$ cat src/rtl/div_seq_ctrl_pkg.sv
// Shared encodings for the multi-cycle divide sequencer: operation select
// codes (RISC-V funct3 values) and the sequencer state type.
package div_seq_ctrl_pkg;

    localparam int FUNCT_W = 3;

    localparam logic [FUNCT_W-1:0] FUNCT_DIV  = 3'b100;
    localparam logic [FUNCT_W-1:0] FUNCT_DIVU = 3'b101;
    localparam logic [FUNCT_W-1:0] FUNCT_REM  = 3'b110;
    localparam logic [FUNCT_W-1:0] FUNCT_REMU = 3'b111;

    typedef enum logic [2:0] {
        DIV_IDLE = 3'd0,
        DIV_PREP = 3'd1,
        DIV_CALC = 3'd2,
        DIV_FIX  = 3'd3,
        DIV_DONE = 3'd4
    } div_state_e;

endpackage

$ cat src/rtl/div_step.sv
// One radix-2 restoring division step: shift the next dividend bit into the
// partial remainder, try subtracting the divisor, keep the result if it did
// not go negative and record the outcome as the next quotient bit.
module div_step #(
    parameter int XLEN = 32
) (
    input  logic [XLEN-1:0] rem,
    input  logic [XLEN-1:0] quo,
    input  logic [XLEN-1:0] divisor,
    output logic [XLEN-1:0] rem_next,
    output logic [XLEN-1:0] quo_next
);

    // The shifted remainder keeps its top bit so that divisors at or above
    // 2^(XLEN-1) still divide correctly on the unsigned path.
    logic [XLEN:0] shifted;
    logic [XLEN:0] trial;

    assign shifted = {rem, quo[XLEN-1]};
    assign trial   = shifted - {1'b0, divisor};

    // Restore on a negative trial, otherwise accept the subtraction.
    assign rem_next = trial[XLEN] ? shifted[XLEN-1:0] : trial[XLEN-1:0];
    assign quo_next = {quo[XLEN-2:0], ~trial[XLEN]};

endmodule

$ cat src/rtl/div_seq_ctrl.sv
// Multi-cycle DIV/DIVU/REM/REMU sequencer: latch operands, fix signs,
// iterate one quotient bit per cycle, correct signs, pulse done.
module div_seq_ctrl
    import div_seq_ctrl_pkg::*;
#(
    parameter int XLEN  = 32,
    parameter int CNT_W = 6
) (
    input  logic               clk,
    input  logic               rst,
    input  logic               start,
    input  logic [FUNCT_W-1:0] funct,
    input  logic [XLEN-1:0]    operand_1,
    input  logic [XLEN-1:0]    operand_2,
    input  logic               flush,
    output logic               stall_req,
    output logic               done,
    output logic [XLEN-1:0]    result
);

    localparam logic [XLEN-1:0] MIN_NEG = {1'b1, {(XLEN-1){1'b0}}};

    div_state_e         state, state_nxt;
    logic [FUNCT_W-1:0] funct_q;
    logic [XLEN-1:0]    a_q, b_q, abs_b, rem, quo;
    logic [CNT_W-1:0]   cnt;
    logic               neg_q, neg_r;

    logic               is_signed, want_rem, div_zero, overflow;
    logic [XLEN-1:0]    abs_a_c, abs_b_c, rem_step, quo_step, fix_q, fix_r;

    assign is_signed = (funct_q == FUNCT_DIV) || (funct_q == FUNCT_REM);
    // Unrecognised codes fall to the unsigned path and return the quotient.
    assign want_rem  = (funct_q == FUNCT_REM) || (funct_q == FUNCT_REMU);
    assign abs_a_c   = (is_signed && a_q[XLEN-1]) ? -a_q : a_q;
    assign abs_b_c   = (is_signed && b_q[XLEN-1]) ? -b_q : b_q;
    assign div_zero  = (b_q == '0);
    assign overflow  = is_signed && (a_q == MIN_NEG) && (b_q == '1);
    assign fix_q     = neg_q ? -quo : quo;
    assign fix_r     = neg_r ? -rem : rem;

    div_step #(.XLEN(XLEN)) u_step (
        .rem      (rem),
        .quo      (quo),
        .divisor  (abs_b),
        .rem_next (rem_step),
        .quo_next (quo_step)
    );

    assign stall_req = ((state == DIV_IDLE) && start) ||
                       (state == DIV_PREP) || (state == DIV_CALC) || (state == DIV_FIX);
    assign done      = (state == DIV_DONE);

    // State register.
    // NOTE: sequential state uses non-blocking (<=) so every flop samples pre-edge values.
    always_ff @(posedge clk) begin
        if (rst) state <= DIV_IDLE;
        else     state <= state_nxt;
    end

    // Next-state decode; flush returns to IDLE from anywhere.
    // NOTE: default assigned first so no path leaves state_nxt unassigned (no latch).
    always_comb begin
        state_nxt = state;
        unique case (state)
            DIV_IDLE: if (start) state_nxt = DIV_PREP;
            DIV_PREP: state_nxt = (div_zero || overflow) ? DIV_DONE : DIV_CALC;
            DIV_CALC: if (cnt == CNT_W'(1)) state_nxt = DIV_FIX;
            DIV_FIX:  state_nxt = DIV_DONE;
            DIV_DONE: state_nxt = DIV_IDLE;
            default:  state_nxt = DIV_IDLE;
        endcase
        if (flush) state_nxt = DIV_IDLE;
    end

    // Datapath: operand latch, sign prep, iteration, sign fix and result load.
    always_ff @(posedge clk) begin
        if (rst) begin
            funct_q <= '0;
            a_q     <= '0;
            b_q     <= '0;
            abs_b   <= '0;
            rem     <= '0;
            quo     <= '0;
            cnt     <= '0;
            neg_q   <= 1'b0;
            neg_r   <= 1'b0;
            result  <= '0;
        end else if (!flush) begin
            unique case (state)
                DIV_IDLE: if (start) begin
                    funct_q <= funct;
                    a_q     <= operand_1;
                    b_q     <= operand_2;
                end
                DIV_PREP: begin
                    neg_q <= is_signed && (a_q[XLEN-1] ^ b_q[XLEN-1]);
                    neg_r <= is_signed && a_q[XLEN-1];
                    abs_b <= abs_b_c;
                    if (div_zero) begin
                        quo    <= '1;
                        rem    <= a_q;
                        result <= want_rem ? a_q : '1;
                    end else if (overflow) begin
                        quo    <= MIN_NEG;
                        rem    <= '0;
                        result <= want_rem ? '0 : MIN_NEG;
                    end else begin
                        rem <= '0;
                        quo <= abs_a_c;
                        cnt <= CNT_W'(XLEN);
                    end
                end
                DIV_CALC: begin
                    rem <= rem_step;
                    quo <= quo_step;
                    cnt <= cnt - CNT_W'(1);
                end
                DIV_FIX: begin
                    quo    <= fix_q;
                    rem    <= fix_r;
                    result <= want_rem ? fix_r : fix_q;
                end
                default: ;
            endcase
        end
    end

endmodule

$ cat config.mk
export PLATFORM = sky130hd
export DESIGN_NAME = div_seq_ctrl
export DESIGN_NICKNAME = d
export VERILOG_FILES = /design/src/rtl/div_seq_ctrl_pkg.sv /design/src/rtl/div_step.sv /design/src/rtl/div_seq_ctrl.sv
export SDC_FILE = /design/constraint.sdc
export NUM_CORES = 1
export LEC_CHECK = 0
export CAP_MARGIN = 20
export CORE_UTILIZATION = 53
export CTS_BUF_LIST = sky130_fd_sc_hd__clkbuf_4
export CTS_CLUSTER_DIAMETER = 60
export DETAILED_ROUTE_END_ITERATION = 6
export PLACE_DENSITY = 0.73
export SKIP_LAST_GASP = 1
export SLEW_MARGIN = 30
export SYNTH_ARGS = -nofsm -noshare
export SYNTH_HDL_FRONTEND = slang
export SYNTH_SLANG_ARGS = --single-unit
export TNS_END_PERCENT = 20
$ cat constraint.sdc
create_clock -name clk -period 5 [get_ports clk]
set_input_delay 0.5 -clock clk [delete_from_list [all_inputs] [get_ports clk]]
set_output_delay 0.5 -clock clk [all_outputs]
set_load 0.03 [all_outputs]
# Yosys cells after proc, flatten, opt, wreduce, memory -nomap -nowiden
# Index checks and enable logic that the tools add are counted.
dict set report word_totals {
  regBits 206
  input_bits 71
  wordCells 82
  out_inout_bits 34
}
dict set report classes {
  n_eq_ne 15
  n_addsub 6
  mux 23
  reduce_logical 24
  n_bitwise 3
}
# op count
set ops {}
lappend ops {{32-bit 2-to-1 mux} 13}
lappend ops {{32-bit one-hot mux with 3 select lines} 2}
lappend ops {{32-bit negation} 4}
lappend ops {{32-bit == test, second input constant} 2}
lappend ops {{32-bit one-hot mux with 2 select lines} 1}
lappend ops {{33-bit by 32-bit subtractor with 33-bit output} 1}
lappend ops {{32-bit logical NOT} 1}
lappend ops {{3-bit == test, second input constant} 4}
lappend ops {{6-bit 2-to-1 mux} 2}
lappend ops {{3-bit one-hot mux with 4 select lines} 1}
lappend ops {{6-bit one-hot mux with 2 select lines} 1}
lappend ops {{3-bit 2-to-1 mux} 3}
lappend ops {{3-bit by 2-bit == test with 1-bit output, second input constant} 2}
lappend ops {{6-bit by 1-bit == test with 1-bit output, second input constant} 1}
lappend ops {{1-bit logical AND} 6}
lappend ops {{1-bit logical OR} 6}
lappend ops {{2-bit inequality test, second input constant} 3}
lappend ops {{2-bit AND reduction} 3}
lappend ops {{3-bit AND reduction} 2}
lappend ops {{6-bit by 1-bit subtractor with 6-bit output, second input constant} 1}
lappend ops {{4-bit AND reduction} 1}
lappend ops {{2-bit nonzero test} 2}
lappend ops {{3-bit by 1-bit == test with 1-bit output, second input constant} 1}
lappend ops {{3-bit logical NOT} 1}
lappend ops {{other kinds (6)} 7}

# Depth between registers and ports, before layout
# Gate-level depths: netlist (run 1).
dict set report depth {
  word_depth 7
  ltp_mapped 14
}

# Modules after synthesis
# From an unflattened synthesis (run 1), not the netlist that was laid out.
dict set report hier_totals {
  hier_cells 2000
  hier_area_um2 14792.9
}
# module cells_each area_each_um2 n_inst seq_area_each_um2
set modules_own_cells {}
lappend modules_own_cells {div_seq_ctrl 1664 12201.7 1 4124.0}
lappend modules_own_cells {div_step 336 2591.2 1 0.0}

# Worst setup path before layout (run 1)
# No wires, ideal clock.
dict set report synth_path {
  kind {register -> register}
  startpoint {register rem[10]}
  endpoint {register rem[29]}
  path_buffers 4
  t_arrival_ps 2979
  required_ps 4880
  stages_incl_launch_ff 14
  setup_slack_ps 1901
  synth_period_minus_slack_ps 3099
  cell_sequence {dfxtp_1 > ha_1 > clkbuf_1 > a21oi_1 > a21oi_1 > a211oi_1 > nand4b_1 > and3_1 > clkbuf_1 > or3_1 > buf_2 > buf_4 > and4_1 > a211o_1}
}
dict set report synth_via {
  elab_chain_cells 3
}
# item line
set synth_lines {}
lappend synth_lines {{start, declared} div_seq_ctrl.sv:25} ;# logic [XLEN-1:0] a_q, b_q, abs_b, rem, quo;
lappend synth_lines {{start signal, assigned} div_seq_ctrl.sv:102} ;# rem <= a_q;
lappend synth_lines {{start signal, assigned} div_seq_ctrl.sv:115} ;# rem <= rem_step;
lappend synth_lines {{start signal, assigned} div_seq_ctrl.sv:121} ;# rem <= fix_r;
lappend synth_lines {{33-bit by 32-bit subtractor with 33-bit output / 32-bit negation (equally long branches)} {div_step.sv:20, div_seq_ctrl.sv:40}}
lappend synth_lines {{32-bit 2-to-1 mux, on equally long branches} {div_step.sv:23, div_seq_ctrl.sv:40}}
lappend synth_lines {{32-bit one-hot mux with 3 select lines (*)} div_seq_ctrl.sv:90} ;# unique case (state)
# Every way passes the cells marked *; elsewhere a longest branch is shown, timed or not.
# A chain may end at the register's enable or synchronous reset.

# Final worst setup path (run 1)
dict set report layout_path {
  startpoint {register rem[20]}
  endpoint {register rem[29]}
}
# The elaborated chain is that of the path after synthesis.

==> metrics.md, run 1 <==
| Metric | Value |
|---|---|
| Synthesized instance count | `1910` |
| Reg clk slew, reported paths | `0.07 ns` |
| Worst EP arrival | `4.49 ns` |
| Worst Skew | `0.0572 ns` |
| Fin crit period | `3.93 ns` |
| Cell Pwr Density | `280 nW/µm²` |
| Critical path startpoint category | `register` |
| Post-route DRC | `0` |
| Logic pwr share | `25.8%` |
| Critical path class | `register to register` |
| Drt wl/cell | `20.6 µm` |
| CTS resizes | `0` |
| CTS buffer count | `58` |
| Met2 Resource Use GR | `51.5%` |
| 1st-iter DRT viols | `1725` |
| Top cells by count, synth | `nand2_1, nor2_1, dfxtp_1` |
| Boundary Pins | `105` |
| Depth of the CTS H-tree | `2` |
| Vias | `14808` |
| Die area | `27300 µm²` |
| Psw | `0.00155 W` |
| Clock share of power | `33.7%` |
| Busiest grt layer | `met2` |
| CTS max path bufs | `3` |
| Layout cells sized above 1 | `7.66%` |
| Layout area overhead | `12.9%` |
| Initial Util | `54.1%` |
| Avg Inst Size Synth | `7.38 µm²` |
| Crit. End Element | `register` |
| DRT Pass-1 Iters | `6` |
| Synth top area cells | `dfxtp_1, a21oi_1, nand2_1` |
| Grt met3 use | `8.34%` |
| CTS tree | `built` |
| Ys Warns | `0` |
| I/O Buffers | `104` |
| Max-slew headroom | `29.3%` |
| Fillcell total | `2486` |
| Multiplexer share of the synthesized area | `1.87%` |
| Fin crit share | `78.5%` |
| Post-Synth Simple-Gate Area | `22.4%` |
| Clock latency on the worst-skew pair | `0.72 ns` |
| Compound-cell area share of the yosys netlist | `28.0%` |
| Post-synthesis adder-cell area fraction | `3.60%` |
| Antenna Nets Post-Route | `0` |
| Core area | `26100 µm²` |
| Least-Margin Pin Slew | `1.06 ns` |
| Post-CTS Hold Buffers | `0` |
| Clock sink count | `206` |
| EDFF count, synth | `0` |
| Worst IR Drop VDD | `228 µV` |
| Max-cap violations | `0` |
| Status | `finished clean` |
| # setup viols final | `0` |
| Nets | `2055` |
| Post-synth top area share | `29.2%` |
| Fmax | `255 MHz` |
| Initial antenna violation count | `1` |
| HPWL after DPL | `34500 µm` |
| Slew Limit Fails | `0` |
| Sequential fraction of the synthesis area | `29.2%` |
| Total power | `0.00445 W` |
| Final setup TNS | `0 ns` |
| Worst min path class | `primary input to register` |
| Asr flop ratio synth | `0%` |
| Library cells used by synthesis | `70` |
| Die X | `165 µm` |
| GRT overflow | `0` |
| Post-Syn Area | `14100 µm²` |
| Syn Nets | `2021` |
| Int Pwr | `0.00291 W` |
| Total Routing Usage GR | `34.9%` |
| WP data required | `5.57 ns` |
| Synth Area in XOR/XNOR | `8.88%` |
| Core Util, Final | `61.1%` |
| Lkg Pwr | `5.83 nW` |
| Final wirelength | `47700 µm` |
| Unrepaired setup endpoints after global routing | `false` |
| Vias in the first global route | `13388` |
| Cell accounting for the most synthesized area | `dfxtp_1` |
| Clock root buffer | `clkbuf_4` |
| # Post-CTS Setup Buffers | `0` |
| Largest net degree at the start of global routing | `124` |
| Die Span Y | `165 µm` |
| Global placement routability congestion | `0.963` |
| Sw frac | `34.7%` |
| Final Hold Fails | `0` |
| FF+latch count, synth | `206` |
| Num rows | `59` |
| Largest family of logic cells by synthesized area | `compound AO/OA/AOI/OAI gates` |
| Most common cell in the netlist | `nand2_1` |
| Met1 GRT Util | `48.0%` |
| Vias/cell | `6.38` |
| Crit-path max FO | `25` |
| Most used flip-flop cell after synthesis | `dfxtp_1` |
| Register share of total power | `40.5%` |
| First-pass GRT wire length | `73700 µm` |
-- critical path: stages (launching register included) --
cell and delay, ns:
dfxtp_1 0.57, ha_1 0.38, a211oi_1 0.34, o211a_1 0.22
o21ai_0 0.12, nand4b_1 0.29, a211oi_1 0.65, or3_1 0.35
buf_4 0.42, o21ai_0 0.16, a211o_1 0.31
-- kinds of logic after synthesis --
kind of cell / Yosys count
xor+xnor: 143
compound gates: 591
flops: 206
fa+ha+maj: 40
mux: 26
buf+inv: 214
simple gates: 690
-- cells in the final DEF, fill, tap and decap left out, types with 17 or more instances in the layout --
cell and n:
a21oi_1 184, nand2_1 241, o211ai_1 29, xor2_1 73, o21ai_0 86, dfxtp_1 205, a211oi_1 53, nor3_1 39
ha_1 39, a221oi_1 27, or4_1 17, a311oi_1 22, nor2_1 229, o41ai_1 21, clkbuf_4 82, a211o_1 26
o31ai_1 28, nor4_1 17, inv_1 59, mux2i_1 23, nand4_1 17, or3_1 26, nand3_1 26, clkdlybuf4s50_1 103
xnor2_1 70, a31oi_1 18, buf_4 22
-- power groups by stage --
stage	Clock, W	Combinational (W)	Sequential, W
2_1_floorplan	0	0.000821	0.00179
3_3_place_gp	0	0.00112	0.00183
3_5_place_dp	0	0.00112	0.00183
4_1_cts	0.00152	0.00113	0.00180
5_1_grt	0.00162	0.00125	0.00181
6_report	0.00150	0.00115	0.00180
-- routing by layer --
layer	part of all wire (%)	vias up
li1	-	7020
met1	43	6833
met2	42	810
met3	10	145
met4	4.2	0
met5	0	-
-- final cells by class --
type                    count  area [µm²]  area share, %
flip-flops and latches    206        4130           25.9
well taps                 335         419           2.63
diodes                      1        2.50         0.0157
inverters                  59         221           1.39
clock inverters            19        81.3          0.511
clock buffers              82         616           3.87
repair buffers            129        1280           8.06
multi-input cells        1490        9170           57.6
-- state kept, by name, summed over array words and instances, names as in the netlist --
signal	flops
state	3
neg_r	1
neg_q	1
abs_b	32
a_q	32
funct_q	3
result	32
rem	32
quo	32
b_q	32
cnt	6
-- metrics by stage --
step / instance area [µm²] / setup slack [ns] / hold slack, ns / instances
after CTS: 15900 / 1.09 / 0.294 / 2319
after global placement: 15200 / 1.27 / 0.442 / 2217
after global routing: 15900 / 0.809 / 0.134 / 2321
final: 15900 / 1.07 / 0.155 / 2321
after floorplan: 14100 / 1.90 / 0.432 / 1910
after detailed placement: 15200 / 1.13 / 0.455 / 2218
-- worst paths after layout --
check,startpoint,endpoint,slack [ns],cells past startpoint
setup / recovery,rem[20],rem[29],1.07,10
hold / removal,rst,b_q[14],0.16,2
setup reg to reg,rem[20],rem[29],1.07,10
hold reg to reg,abs_b[31],abs_b[31],0.46,2
Power figures use the tool's default switching activity.
==> run 2, diff against run 1 <==
--- a/config.mk
+++ b/config.mk
@@ -10,7 +10,7 @@
 export CTS_BUF_LIST = sky130_fd_sc_hd__clkbuf_4
 export CTS_CLUSTER_DIAMETER = 60
 export DETAILED_ROUTE_END_ITERATION = 6
-export PLACE_DENSITY = 0.73
+export PLACE_DENSITY = 0.76
 export SKIP_LAST_GASP = 1
 export SLEW_MARGIN = 30
 export SYNTH_ARGS = -nofsm -noshare
==> constraint.sdc (replaced) <==
create_clock -name clk -period 3.2 [get_ports clk]
set_input_delay 0.32 -clock clk [delete_from_list [all_inputs] [get_ports clk]]
set_output_delay 0.32 -clock clk [all_outputs]
set_load 0.03 [all_outputs]
==> run 2 against run 1 <==
Cell area grew 7.3%; setup slack lost 1.0 ns; sequential share of layout area shrank 1.8 points; clock skew grew 0.029 ns; non-clock buffer count grew 122; total power grew 66%; worst hold slack lost 0.058 ns; die area is the same.
==> metrics.md, run 2 (synthesized netlist as in run 1, its figures left out) <==
| Metric | Value |
|---|---|
| Status | `finished clean` |
| Core Util, Final | `65.6% (+4.5 points)` |
| CTS tree | `built` |
| Final Non-Filler Cells | `2445 (+5.3%)` |
| Clock latency on the worst-skew pair | `0.76 ns (+0.04 ns)` |
| Crit-path max FO | `20 (-20%)` |
| Layout area overhead | `21.1%` |
| Lkg Pwr | `6.52 nW (+12%)` |
| Clock root buffer | `clkbuf_4` |
| Unrepaired setup endpoints after global routing | `true` |
| Fillcell total | `2310 (-7.1%)` |
| Total Routing Usage GR | `37.0% (+2.0 points)` |
| Global placement routability congestion | `1.03 (+6.6%)` |
| Multi-input logic area | `9330 µm² (+1.7%)` |
| Most frequent cells in the layout | `nand2_1, nor2_1, dfxtp_1, a21oi_1, buf_4` |
| # setup viols final | `0 (unchanged)` |
| Nets | `2176 (+5.9%)` |
| Post-place setup slack | `-0.159 ns (-1.29 ns)` |
| HPWL after DPL | `37700 µm (+9.3%)` |
| Vias | `15578 (+5.2%)` |
| Slowest stage delay, CP | `0.42 ns (-0.23 ns)` |
| Max-slew headroom | `31.5% (+2.2 points)` |
| Slew Limit Fails | `0 (unchanged)` |
| Reg clk slew, reported paths | `0.07 ns (about the same)` |
| Drt wl/cell | `21.0 µm (+1.9%)` |
| Worst Skew | `0.0861 ns (+0.0289 ns)` |
| Vias in the first global route | `14281 (+6.7%)` |
| Fin crit share | `98.1% (+20 points)` |
| Fin crit period | `3.14 ns (-0.789 ns)` |
| First-pass GRT wire length | `78000 µm (+5.9%)` |
| 1st-iter DRT viols | `1859 (+7.8%)` |
| Commonest non-fill, non-tap cell in the layout | `nand2_1` |
| Reg2reg path depth | `9 (-1)` |
| Crit path to | `rem[16]` |
| Crit. Startpoint | `b_q[25]` |
| Initial Util | `54.1% (unchanged)` |
| CTS buffer count | `57 (-1.7%)` |
| Most frequent CP cell | `or3_1` |
| Final Hold Fails | `0 (unchanged)` |
| Die area | `27300 µm² (unchanged)` |
| Inst Count DP | `2338 (+5.4%)` |
| Critical path class | `register to register` |
| Die X | `165 µm (unchanged)` |
| Critical path startpoint category | `register` |
| DRT Pass-1 Iters | `7 (+1)` |
| Crit. End Element | `register` |
| Layout cells sized above 1 | `14.0% (+6.3 points)` |
| Num rows | `59 (unchanged)` |
| Worst min path class | `primary input to register` |
| Reg2Reg Capture Point | `rem[16]` |
| Antenna Nets Post-Route | `0 (unchanged)` |
| GRT overflow | `0 (unchanged)` |
| Die Span Y | `165 µm (unchanged)` |
| R2R Setup Slk | `0.06 ns (-1.01 ns)` |
| Cell Pwr Density | `433 nW/µm² (+55%)` |
| Initial antenna violation count | `3 (+2)` |
| Worst EP arrival | `3.75 ns (-0.74 ns)` |
| WP data required | `3.81 ns (-1.76 ns)` |
| WHS Path Cells | `2 (unchanged)` |
| Post-route DRC | `0 (unchanged)` |
| Setup WS post-layout | `0.0621 ns (-1.01 ns)` |
| Boundary Pins | `105 (unchanged)` |
| Depth of the CTS H-tree | `2 (unchanged)` |
| Crit path cell chain | `or3_1 -> or3_1 -> or3_1 -> buf_4 -> nor4b_4 -> bufbuf_16 -> a221oi_1 -> a211o_1 -> a21oi_1` |
| Least-Margin Pin Slew | `1.03 ns (-0.0305 ns)` |
| Vias/cell | `6.37 (-0.14%)` |
| Final wirelength | `51300 µm (+7.4%)` |
| Storage cell area | `4130 µm² (unchanged)` |
| Worst path slowest cell | `or3_1` |
| Worst IR Drop VDD | `314 µV (+38%)` |
| Fmax | `319 MHz (+25%)` |
| CTS max path bufs | `3 (unchanged)` |
| Max-cap violations | `0 (unchanged)` |
| R2R Path Start | `b_q[25]` |
| Post-CTS Hold Buffers | `0 (unchanged)` |
| Largest net degree at the start of global routing | `86 (-31%)` |
| I/O Buffers | `104 (unchanged)` |
| Clock sink count | `206 (unchanged)` |
| Core area | `26100 µm² (unchanged)` |
[run 2: cell count changes in the layout (fill, tap and decap cells not counted), moves of 3 or more]
cell	before	now
a211oi_1	53	49
a211oi_2	0	4
buf_12	1	6
buf_4	22	139
clkbuf_4	82	85
o41ai_2	3	0
o41ai_4	0	3
[run 2: layer usage]
metal	vias up	GRT usage (%)	share of wire (%)
li1	7245	-	-
met1	7291	50.6	43
met2	896	55.7	43
met3	146	8.77	11
met4	0	14.5	3.7
met5	-	0	0
[run 2: repair_timing]
| action | CTS | global route |
|---|---|---|
| pin swaps | 0 | 4 |
| endpoints found under the setup margin | 1 | 43 |
| gates cloned | 0 | 1 |
| resized for setup | 2 | 27 |
| buffers inserted | 0 | 2 |
[run 2: critical path: cells and delay by family (launching register included)]
kind / cells / cell delay (ns)
and+or+nand+nor: 4 / 1.46
DFF: 1 / 0.38
AOI/OAI and AO/OA: 3 / 0.66
buffers and inverters: 2 / 0.54
[run 2: area by class of cell]
class	instances	share of cell area (%)
clock buffer	85	3.74
inverter	59	1.30
sequential	206	24.1
timing repair buffer	251	13.2
clock inverter	17	0.557
antenna	2	0.0293
multi-input combinational	1490	54.6
tap	335	2.45
[run 2: how the worst min path moves through the flow]
stage / endpoint / startpoint / slack, ns
5_1_grt: quo[2] / rst / 0.12
4_1_cts: state[1] / rst / 0.10
3_5_place_dp: cnt[5] / cnt[5] / 0.46
3_3_place_gp: abs_b[31] / abs_b[31] / 0.44
2_1_floorplan: abs_b[31] / abs_b[31] / 0.43
6_report: result[21] / rst / 0.1
[run 2: where the power goes]
group | total [W] | switching [W] | internal (W)
logic | 0.00213 | 0.00124 | 0.000890
registers | 0.00275 | 0.0000990 | 0.00265
clock network | 0.00251 | 0.00123 | 0.00129
total | 0.00740 | 0.00257 | 0.00483
[run 2: through the flow]
stage	TNS (ns)	power (W)	hold slack (ns)	area (µm²)
global placement	-0.192	0.00478	0.443	16100
CTS	0	0.00727	0.104	16900
finish	0	0.00740	0.0972	17100
floorplan	0	0.00408	0.432	14100
global route	-0.270	0.00769	0.121	17100
detailed placement	-0.159	0.00480	0.458	16100
==> run 3, diff against run 2 <==
--- a/config.mk
+++ b/config.mk
@@ -10,7 +10,7 @@
 export CTS_BUF_LIST = sky130_fd_sc_hd__clkbuf_4
 export CTS_CLUSTER_DIAMETER = 60
 export DETAILED_ROUTE_END_ITERATION = 6
-export PLACE_DENSITY = 0.76
+export PLACE_DENSITY = 0.79
 export SKIP_LAST_GASP = 1
 export SLEW_MARGIN = 30
 export SYNTH_ARGS = -nofsm -noshare
==> constraint.sdc (replaced) <==
create_clock -name clk -period 3.38 [get_ports clk]
set_input_delay 0.338 -clock clk [delete_from_list [all_inputs] [get_ports clk]]
set_output_delay 0.338 -clock clk [all_outputs]
set_load 0.03 [all_outputs]
==> run 3 against run 2 <==
Critical path depth stayed put; final cell count is 2.4% lower; setup slack better by 0.074 ns; total power is 9.0% lower; critical path type unchanged; worst hold slack better by 0.056 ns; clock skew is 0.018 ns lower; via count is 1.7% lower; cell area is 3.5% lower; global-route usage is 0.65 points lower; utilization is 2.3 points lower; register-to-register slack better by 0.07 ns; sequential power is 4% lower.
==> metrics.md, run 3 (synthesized netlist as in run 1, its figures left out) <==
| Metric | Value |
|---|---|
| First-pass GRT wire length | `76600 µm (-1.8%)` |
| Reg clk slew, reported paths | `0.07 ns (about the same)` |
| Die area | `27300 µm² (unchanged)` |
| Fmax | `308 MHz (-3.3%)` |
| Status | `finished clean` |
| Depth of the CTS H-tree | `2 (unchanged)` |
| Vias/cell | `6.42 (+0.69%)` |
| Final wirelength | `50000 µm (-2.5%)` |
| Boundary Pins | `105 (unchanged)` |
| Fillcell total | `2377 (+2.9%)` |
| I/O Buffers | `104 (unchanged)` |
| CTS tree | `built` |
| Sw frac | `34.8% (+0.036 points)` |
| Lkg Pwr | `6.20 nW (-4.9%)` |
| Critical path startpoint category | `register` |
| Initial antenna violation count | `2 (-1)` |
| HPWL after DPL | `36900 µm (-2.1%)` |
| Logic pwr share | `27.8% (-1.0 points)` |
| Most frequent cells in the layout | `nand2_1, nor2_1, dfxtp_1, a21oi_1, clkdlybuf4s50_1` |
| Nets | `2123 (-2.4%)` |
| Layout area overhead | `16.9%` |
| Clock root buffer | `clkbuf_4` |
| Reg2reg path depth | `9 (unchanged)` |
| Int Pwr | `0.00439 W (-9.0%)` |
| Global placement routability congestion | `1.03 (+0.72%)` |
| Worst Path Buf+Inv | `0 (-2)` |
| Commonest non-fill, non-tap cell in the layout | `nand2_1` |
| Max-cap violations | `0 (unchanged)` |
| Layout cells sized above 1 | `11.2% (-2.8 points)` |
| Worst EP arrival | `3.82 ns (+0.07 ns)` |
| Psw | `0.00234 W (-8.9%)` |
| Max-slew headroom | `30.3% (-1.2 points)` |
| Met3 WL | `5710 µm (+3.3%)` |
| Crit. End Element | `register` |
| Critical path class | `register to register` |
| Worst min path class | `primary input to register` |
| Crit-path max FO | `7 (-65%)` |
| Setup WS post-layout | `0.136 ns (+0.0739 ns)` |
| Post-place setup slack | `0.109 ns (+0.269 ns)` |
| Vias | `15314 (-1.7%)` |
| Total Routing Usage GR | `36.3% (-0.65 points)` |
| CP top delay family | `compound AO/OA/AOI/OAI gates` |
| Clock share of power | `33.2% (-0.8 points)` |
| Least-Margin Pin Slew | `1.04 ns (+0.00928 ns)` |
| Worst path slowest cell | `a2111oi_0` |
| WHS Path Cells | `3 (+1)` |
| Highest metal used | `met4` |
| # setup viols final | `0 (unchanged)` |
| CTS max path bufs | `3 (unchanged)` |
| Slowest stage delay, CP | `0.61 ns (+0.19 ns)` |
| R2R Path Start | `rem[5]` |
| Most frequent CP cell | `nand2_1` |
| Inst Count DP | `2286 (-2.2%)` |
| R2R Setup Slk | `0.14 ns (+0.07 ns)` |
| Multi-input logic area | `9220 µm² (-1.2%)` |
| Clock sink count | `206 (unchanged)` |
| Fin crit period | `3.24 ns (+0.106 ns)` |
| Worst hold start | `operand_1[26]` |
| Worst IR Drop VDD | `271 µV (-14%)` |
| Drt wl/cell | `20.9 µm (-0.13%)` |
| 1st-iter DRT viols | `1769 (-4.8%)` |
| Met1 wire length | `20700 µm (-5.3%)` |
| Met2 wire len | `21200 µm (-3.9%)` |
| Fin crit share | `96.0% (-2.1 points)` |
| Final setup TNS | `0 ns (unchanged)` |
| Crit path cell chain | `ha_1 -> a21oi_1 -> nand2_1 -> o21ai_0 -> nand2_1 -> a2111oi_0 -> o31ai_1 -> and4_1 -> a211o_1` |
| WP data required | `3.96 ns (+0.15 ns)` |
| DRT Pass-1 Iters | `6 (-1)` |
| Num rows | `59 (unchanged)` |
| Cell Pwr Density | `409 nW/µm² (-5.7%)` |
| Final Hold Fails | `0 (unchanged)` |
| Die Span Y | `165 µm (unchanged)` |
| Reg2Reg Capture Point | `rem[29]` |
| Antenna Nets Post-Route | `0 (unchanged)` |
| Worst Skew | `0.0681 ns (-0.0180 ns)` |
| Vias in the first global route | `13986 (-2.1%)` |
| Slew Limit Fails | `0 (unchanged)` |
| Die X | `165 µm (unchanged)` |
| Core area | `26100 µm² (unchanged)` |
| WHS Endpoint | `a_q[26]` |
| Largest net degree at the start of global routing | `104 (+21%)` |
| Final Non-Filler Cells | `2387 (-2.4%)` |
| Initial Util | `54.1% (unchanged)` |
| Unrepaired setup endpoints after global routing | `false` |
| Storage cell area | `4120 µm² (about the same)` |
| Total power | `0.00673 W (-9.0%)` |
| Register share of total power | `39.0% (+1.8 points)` |
| GRT overflow | `0 (unchanged)` |
| CTS buffer count | `58 (+1.8%)` |
| Post-route DRC | `0 (unchanged)` |
| Clock latency on the worst-skew pair | `0.74 ns (-0.02 ns)` |
[run 3: worst max-delay path by stage]
stage	startpoint	end	slack (ns)	cells past startpoint
after floorplan	rem[10]	rem[29]	0.28	13
after global placement	rem[0]	rem[28]	0.20	10
after detailed placement	rem[0]	rem[28]	0.11	10
after CTS	rem[0]	rem[28]	0.02	10
after global routing	rem[1]	rem[28]	0.03	10
final	rem[5]	rem[29]	0.14	9
[run 3: what timing repair did]
action,4_1_cts,5_1_grt
hold endpoints to repair,0,0
setup endpoints to repair,0,19
gates resized for setup,0,11
hold buffers,0,0
setup buffers,0,1
[run 3: cell type report]
cell class | count | share of cell area [%]
Inverter | 59 | 1.34
Tap cell | 335 | 2.54
Antenna cell | 2 | 0.0304
Multi-Input combinational cell | 1490 | 55.9
Timing Repair Buffer | 197 | 10.9
Clock inverter | 15 | 0.425
Sequential cell | 206 | 25.0
Clock buffer | 83 | 3.78
[run 3: worst register-to-register path: cells and delay by family (launching register included)]
family	cells	cell delay, ns
DFF	1	0.51
AOI/OAI and AO/OA	5	1.68
and+or+nand+nor	3	0.52
adders and majority gates	1	0.37
[run 3: through the flow]
step                      util (%)  cell area, µm²  hold WS (ns)
after floorplan                  -           14100         0.432
after global placement        60.4           15700         0.443
after detailed placement      60.4           15700         0.456
after CTS                     63.0           16400         0.126
after global routing          63.2           16500         0.133
final                         63.3           16500         0.153
[run 3: power by group through the flow]
stage / sequential, W / combinational, W / clock [W]
global route: 0.00263 / 0.00200 / 0.00239
detailed placement: 0.00267 / 0.00179 / 0
CTS: 0.00262 / 0.00180 / 0.00226
floorplan: 0.00265 / 0.00121 / 0
global placement: 0.00267 / 0.00177 / 0
finish: 0.00263 / 0.00187 / 0.00223
[run 3: per-layer routing]
layer / vias up / track usage [%]
li1: 7137 / -
met1: 7044 / 49.0
met2: 936 / 53.7
met3: 197 / 8.97
met4: 0 / 17.9
met5: - / 0
